## config.mk

```make
export PLATFORM = sky130hd
export DESIGN_NAME = round_sequencer
export DESIGN_NICKNAME = d
export VERILOG_FILES = /design/src/rtl/binary_game_pkg.sv /design/src/rtl/round_timer.sv /design/src/rtl/round_sequencer.sv
export SDC_FILE = /design/constraint.sdc
export NUM_CORES = 1
export LEC_CHECK = 0
export BUFFER_PORTS_ARGS = -buffer_cell sky130_fd_sc_hd__buf_4
export CORE_MARGIN = 8
export CORE_UTILIZATION = 50
export DETAILED_ROUTE_END_ITERATION = 8
export GPL_TIMING_DRIVEN = 0
export PLACE_DENSITY = 0.73
export SLEW_MARGIN = 40
export SYNTH_ARGS = -nofsm -noshare
export SYNTH_HDL_FRONTEND = slang
export SYNTH_SLANG_ARGS = --single-unit
```

## constraint.sdc

```tcl
create_clock -name clk -period 5.2 [get_ports clk]
set_input_delay 0.78 -clock clk [delete_from_list [all_inputs] [get_ports clk]]
set_output_delay 0.78 -clock clk [all_outputs]
set_load 0.02 [all_outputs]
```

## src/rtl/binary_game_pkg.sv

```systemverilog
// Shared types and widths for the binary number game round controller.
package binary_game_pkg;

    localparam int unsigned VALUE_W  = 4;
    localparam int unsigned ROUND_W  = 4;
    localparam int unsigned REDRAW_W = 4;

    typedef enum logic [2:0] {
        IDLE,
        DRAW,
        WAIT,
        JUDGE,
        DONE
    } state_e;

endpackage

```

## src/rtl/round_timer.sv

```systemverilog
// Loadable down-counter that stops at zero; expired_c flags a zero count.
module round_timer #(
    parameter int unsigned W = 4
) (
    input  logic         clk,
    input  logic         rst_n,
    input  logic         load,
    input  logic [W-1:0] load_val,
    input  logic         en,
    output logic         expired_c
);

    logic [W-1:0] count_d;
    logic [W-1:0] count_q;

    always_comb begin
        count_d = count_q;
        if (load) begin
            count_d = load_val;
        end else if (en && (count_q != '0)) begin
            count_d = count_q - W'(1);
        end
    end

    always_ff @(posedge clk or negedge rst_n) begin
        if (!rst_n) begin
            count_q <= '0;
        end else begin
            count_q <= count_d;
        end
    end

    assign expired_c = (count_q == '0);

endmodule

```

## src/rtl/round_sequencer.sv

```systemverilog
// Game-round controller: draws a target, waits for an answer or timeout, scores it.
// Optional NO_REPEAT_EN macro rejects a target equal to the previous round's target.
module round_sequencer
    import binary_game_pkg::*;
#(
    parameter int unsigned ROUND_TICKS = 1000,
    parameter int unsigned NUM_ROUNDS  = 10,
    parameter int unsigned GEN_SETTLE  = 2,
    parameter int unsigned SCORE_W     = 4
) (
    input  logic               clk,
    input  logic               rst_n,
    input  logic               start,
    input  logic [VALUE_W-1:0] gen_result,
    output logic               gen_enable,
    input  logic [VALUE_W-1:0] answer,
    input  logic               submit,
    output logic [VALUE_W-1:0] target,
    output logic               target_valid,
    output logic [SCORE_W-1:0] score,
    output logic [ROUND_W-1:0] round_num,
    output logic               hit,
    output logic               miss,
    output logic               busy,
    output logic               game_over
);

    localparam int unsigned CNT_MAX = (ROUND_TICKS > GEN_SETTLE) ? ROUND_TICKS : GEN_SETTLE;
    localparam int unsigned TIMER_W = $clog2(CNT_MAX);
    localparam logic [TIMER_W-1:0] SETTLE_LOAD = TIMER_W'(GEN_SETTLE - 1);
    localparam logic [TIMER_W-1:0] ROUND_LOAD  = TIMER_W'(ROUND_TICKS - 1);
    localparam logic [ROUND_W-1:0] LAST_ROUND  = ROUND_W'(NUM_ROUNDS);

    state_e               state_d, state_q;
    logic [VALUE_W-1:0]   target_d, target_q;
    logic [SCORE_W-1:0]   score_d, score_q;
    logic [ROUND_W-1:0]   round_d, round_q;
    logic                 hit_d, hit_q;
    logic                 miss_d, miss_q;
    logic                 gen_enable_d, gen_enable_q;
    logic                 target_valid_d, target_valid_q;
    logic                 busy_d, busy_q;
    logic                 game_over_d, game_over_q;
    logic                 timer_load_c;
    logic [TIMER_W-1:0]   timer_val_c;
    logic                 timer_en_c;
    logic                 timer_done_c;
    logic                 accept_c;
`ifdef NO_REPEAT_EN
    logic [REDRAW_W-1:0]  redraw_d, redraw_q;
`endif

    // One counter serves both the DRAW settle window and the WAIT answer window.
    round_timer #(
        .W(TIMER_W)
    ) u_timer (
        .clk      (clk),
        .rst_n    (rst_n),
        .load     (timer_load_c),
        .load_val (timer_val_c),
        .en       (timer_en_c),
        .expired_c(timer_done_c)
    );

`ifdef NO_REPEAT_EN
    // A repeat is rejected until the redraw counter saturates, so a stuck generator still progresses.
    assign accept_c = (round_q == '0) || (gen_result != target_q) || (redraw_q == '1);
`else
    assign accept_c = 1'b1;
`endif

    always_comb begin
        state_d      = state_q;
        target_d     = target_q;
        score_d      = score_q;
        round_d      = round_q;
        hit_d        = 1'b0;
        miss_d       = 1'b0;
        timer_load_c = 1'b0;
        timer_val_c  = SETTLE_LOAD;
        timer_en_c   = 1'b0;
`ifdef NO_REPEAT_EN
        redraw_d     = redraw_q;
`endif
        case (state_q)
            IDLE, DONE: begin
                if (start) begin
                    state_d      = DRAW;
                    score_d      = '0;
                    round_d      = '0;
                    timer_load_c = 1'b1;
                end
            end
            DRAW: begin
                timer_en_c = 1'b1;
                if (timer_done_c) begin
                    timer_load_c = 1'b1;
                    if (accept_c) begin
                        target_d    = gen_result;
                        state_d     = WAIT;
                        timer_val_c = ROUND_LOAD;
`ifdef NO_REPEAT_EN
                        redraw_d    = '0;
                    end else begin
                        redraw_d    = redraw_q + REDRAW_W'(1);
`endif
                    end
                end
            end
            WAIT: begin
                timer_en_c = 1'b1;
                if (submit) begin
                    state_d = JUDGE;
                    hit_d   = (answer == target_q);
                    miss_d  = (answer != target_q);
                end else if (timer_done_c) begin
                    state_d = JUDGE;
                    miss_d  = 1'b1;
                end
            end
            JUDGE: begin
                if (round_q == LAST_ROUND) begin
                    state_d = DONE;
                end else begin
                    state_d      = DRAW;
                    timer_load_c = 1'b1;
                end
            end
            default: state_d = IDLE;
        endcase

        // Score and round count land together with the hit/miss pulse.
        if (hit_d && (score_q != '1)) begin
            score_d = score_q + SCORE_W'(1);
        end
        if (hit_d || miss_d) begin
            round_d = round_q + ROUND_W'(1);
        end

        gen_enable_d   = (state_d == DRAW);
        target_valid_d = (state_d == WAIT);
        busy_d         = (state_d == DRAW) || (state_d == WAIT) || (state_d == JUDGE);
        game_over_d    = (state_d == DONE);
    end

    always_ff @(posedge clk or negedge rst_n) begin
        if (!rst_n) begin
            state_q        <= IDLE;
            target_q       <= '0;
            score_q        <= '0;
            round_q        <= '0;
            hit_q          <= 1'b0;
            miss_q         <= 1'b0;
            gen_enable_q   <= 1'b0;
            target_valid_q <= 1'b0;
            busy_q         <= 1'b0;
            game_over_q    <= 1'b0;
`ifdef NO_REPEAT_EN
            redraw_q       <= '0;
`endif
        end else begin
            state_q        <= state_d;
            target_q       <= target_d;
            score_q        <= score_d;
            round_q        <= round_d;
            hit_q          <= hit_d;
            miss_q         <= miss_d;
            gen_enable_q   <= gen_enable_d;
            target_valid_q <= target_valid_d;
            busy_q         <= busy_d;
            game_over_q    <= game_over_d;
`ifdef NO_REPEAT_EN
            redraw_q       <= redraw_d;
`endif
        end
    end

    assign gen_enable   = gen_enable_q;
    assign target       = target_q;
    assign target_valid = target_valid_q;
    assign score        = score_q;
    assign round_num    = round_q;
    assign hit          = hit_q;
    assign miss         = miss_q;
    assign busy         = busy_q;
    assign game_over    = game_over_q;

endmodule

```

==> impl_results.md <==
* Status: complete, no violations
* Kind of cell adding the most delay to the critical path: buffers and inverters
* Yosys cell types at 52
* Min-delay worst type: input port to asynchronous set/reset pin
* Max Cap Viol at 0
* Post-Route Skew at roughly 0.0076 ns
* Total gr overflow at 0
* CTS tree: built
* Final wirelength at roughly 3.7 mm
* Drt initial violations at 73
* Clock buffer depth at 2
* Final max-slew violation count at 0
* Port bufs at 29
* Post-CTS Resized at 0
* WL met2 at between 1.5 and 2 mm
* Most common cell after layout, fill and taps aside: dfrtp_1
* R2R depth at 6
* Die area at about 5500 um^2
* Die Span X at approximately 74 um
* Share of the synthesized area in the top cell type at between 40% and 50%
* Largest net degree at the start of global routing at 32
* Nets at approximately 210
* FF+latch count, synth at 31
* Clock Sinks at 31
* GRT Overall Usage at between 10% and 20%
* VDD IR max at around 0.35 mV
* Startpoint Class: input port
* Synth warn at 0
* WP data required at ~5.5 ns
* Initial Utilization at just over 50%
* Slowest-stage cell, CP: a21boi_1
* Post-synth ARST share at 100%
* Final Cycle Share at 39.3%
* Crit path time final at between 2 and 2.5 ns
* Post-Syn Nets at roughly 180
* Layout cells sized above 1 at 27.1%
* Fin. Hold Viols at 0
* Drt pass-1 iters at 4
* Clock-pin slew on the worst setup and hold paths at roughly 0.090 ns
* Fmax at 490 MHz
* Post-CTS setup buffers at 0
* DRC at 0
* Vias in the first global route at approximately 1,400
* Worst setup endpoint: u_timer.count_q[7]$_DFFE_PN0P_
* Via count at around 1,400
* R2R Path Start: u_timer.count_q[0]$_DFFE_PN0P_
* Antenna Diode Count at 0
* Commonest non-fill, non-tap cells in the layout: 31 x dfrtp_1, 29 x buf_4, 11 x nand2_1, 8 x inv_1, 8 x nand3_1
* Io pins at 30
* Lkg Pwr at ~0.00093 uW
* DP Wirelength at roughly 2.8 mm
* Post-DR vias/cell at around 5.7
* H-tree depth at 2
* WP data arrival at 2.29 ns
* Setup violations, final at 0
* Clk root buf: clkbuf_4
* Slew @ Worst Pin at 0.531 ns
* Buffer and inverter count on the worst path at 3
* WL/cell at about 15 um
* TNS Setup at 0 ns
* Ys flop type: dfrtp_1
* Worst path depth at 7
* Worst stage delay on the critical path at 0.36 ns
* Routed wire length on met3 at 281 um
* Crit path from: start
* Leading area contributor after synthesis: dfrtp_1
* Mean post-synth cell area at 10.5 um^2
* PD cells at between 400 and 500 nW/um^2
* Met1 Wirelength at 1.59 mm
* Skew-Pair Late Insertion Delay at 0.33 ns
* Final Wtd Congestion at about 0.84
* Core area at ~3300 um^2
* Sequential element share of the synthesized area at 45.6%
* Std cell rows at 21
* Worst hold slack at approximately 0.37 ns
* CP max FO at 10
* Die Span Y at 74.4 um
* Top routing layer in use: met4
* Post-Synthesis Cells at roughly 160
* Cts bufs inserted at 5
* Initial antenna violation count at 0
* Hold Buf Count CTS at 0
* Netlist Area Pre-Place at 1700 um^2
* Area growth, synth to finish at 20.2%
* Global-route wire length before repair at between 6 and 7 mm
* R2R Path End: round_num[2]$_DFFE_PN0P_
* CP cell instances: buf_4 -> or3b_1 -> clkbuf_1 -> a21boi_1 -> buf_2 -> o311ai_0 -> o211ai_1
* Internal reg-to-reg setup slack at approximately 3.2 ns
* Post-synth EDFFs at 0
* CP Capture Type: flop
* Routed Antenna Nets at 0
* Unrepaired setup endpoints after global routing: no
* Leading post-synthesis cells by cell area: dfrtp_1 46%, mux2_2 3.3%, xnor2_1 3.1%, ha_1 2.9%, nand2_1 2.4%
* Slew headroom at between 60 and 70%
* Critical path class: input port to flop
-- how the worst min path moves through the flow --
stage	to	start	depth (start not counted)	slack [ns]
after global placement	u_timer.count_q[1]$_DFFE_PN0P_	u_timer.count_q[1]$_DFFE_PN0P_	2	0.53
after CTS	u_timer.count_q[0]$_DFFE_PN0P_	rst_n	1	0.37
after floorplan	busy$_DFF_PN0_	rst_n	0	0.48
after detailed placement	target[2]$_DFFE_PN0P_	target[2]$_DFFE_PN0P_	1	0.54
after global routing	u_timer.count_q[0]$_DFFE_PN0P_	rst_n	1	0.40
final	gen_enable$_DFF_PN0_	rst_n	1	0.37
-- per-layer routing --
layer / GRT usage, % / up-vias
met4: 6.09 / 0
met1: 16.7 / 684
met5: 0 / -
li1: - / 673
met3: 5.93 / 6
met2: 23.6 / 41
-- sequential cells by signal (all words and copies together) (netlist names) --
| name | flops |
|---|---|
| busy | 1 |
| game_over | 1 |
| target | 4 |
| u_timer.count_q | 10 |
| miss | 1 |
| round_num | 4 |
| state_q | 3 |
| hit | 1 |
| score | 4 |
| target_valid | 1 |
| gen_enable | 1 |
-- cell usage after synthesis, types with 2 or more instances --
cell,number
buf_2,4
nand2b_1,5
mux2_2,5
mux2i_1,4
nand2_1,11
or4_1,3
nor3b_1,3
o21ai_0,5
clkbuf_1,3
or3_1,5
xnor2_1,6
xor2_1,2
nor3_1,2
nand3_1,8
o31ai_1,2
a21oi_1,4
o41ai_1,3
or2_2,2
and2_1,2
nor2_1,4
dfrtp_1,31
nand4_1,2
o21a_1,2
o211ai_1,5
nor4_1,2
ha_1,4
inv_1,8
-- per-stage QoR --
| step | setup WS [ns] | total power [uW] | util, % | cells | instance area (um^2) |
|---|---|---|---|---|---|
| finish | 3.16 | 986 | 61.8 | 245 | 2050 |
| global route | 3.01 | 1060 | 61.8 | 245 | 2050 |
| CTS | 3.17 | 992 | 61.8 | 245 | 2050 |
| detailed placement | 2.84 | 833 | 59.8 | 237 | 1980 |
| global placement | 2.88 | 810 | 59.8 | 237 | 1980 |
| floorplan | 3.22 | 699 | - | 162 | 1700 |
-- layout make-up --
type,instances,area [um^2]
multi-input combinational,115,855
inverter,8,30.0
timing repair buffer,29,218
tap,46,57.6
sequential,31,776
fill,293,1260
clock buffer,8,68.8
buffer,8,42.5
-- cell families after synthesis --
family,Yosys count,synth area share (%)
AND/OR/NAND/NOR,59,22.2
AO/OA/AOI/OAI,35,15.3
flip-flops,31,45.6
buffers and inverters,16,4.26
multiplexers,9,5.66
XOR/XNOR,8,4.11
adder cells (fa/ha/maj),4,2.94
-- power by group --
part           switching (uW)  internal [uW]  total [uW]
sequential               67.1            307         374
clock                    78.9           79.5         158
combinational             243            210         453
total                     389            596         986
-- worst register-to-register path, stage by stage (launching register included) --
cell and delay, ns:
dfrtp_1 0.39, inv_1 0.09, ha_1 0.25, nor4b_4 0.38, and3_2 0.31, o21ai_1 0.20, a31o_2 0.30
Note: power is estimated with default switching activity, not from simulation.
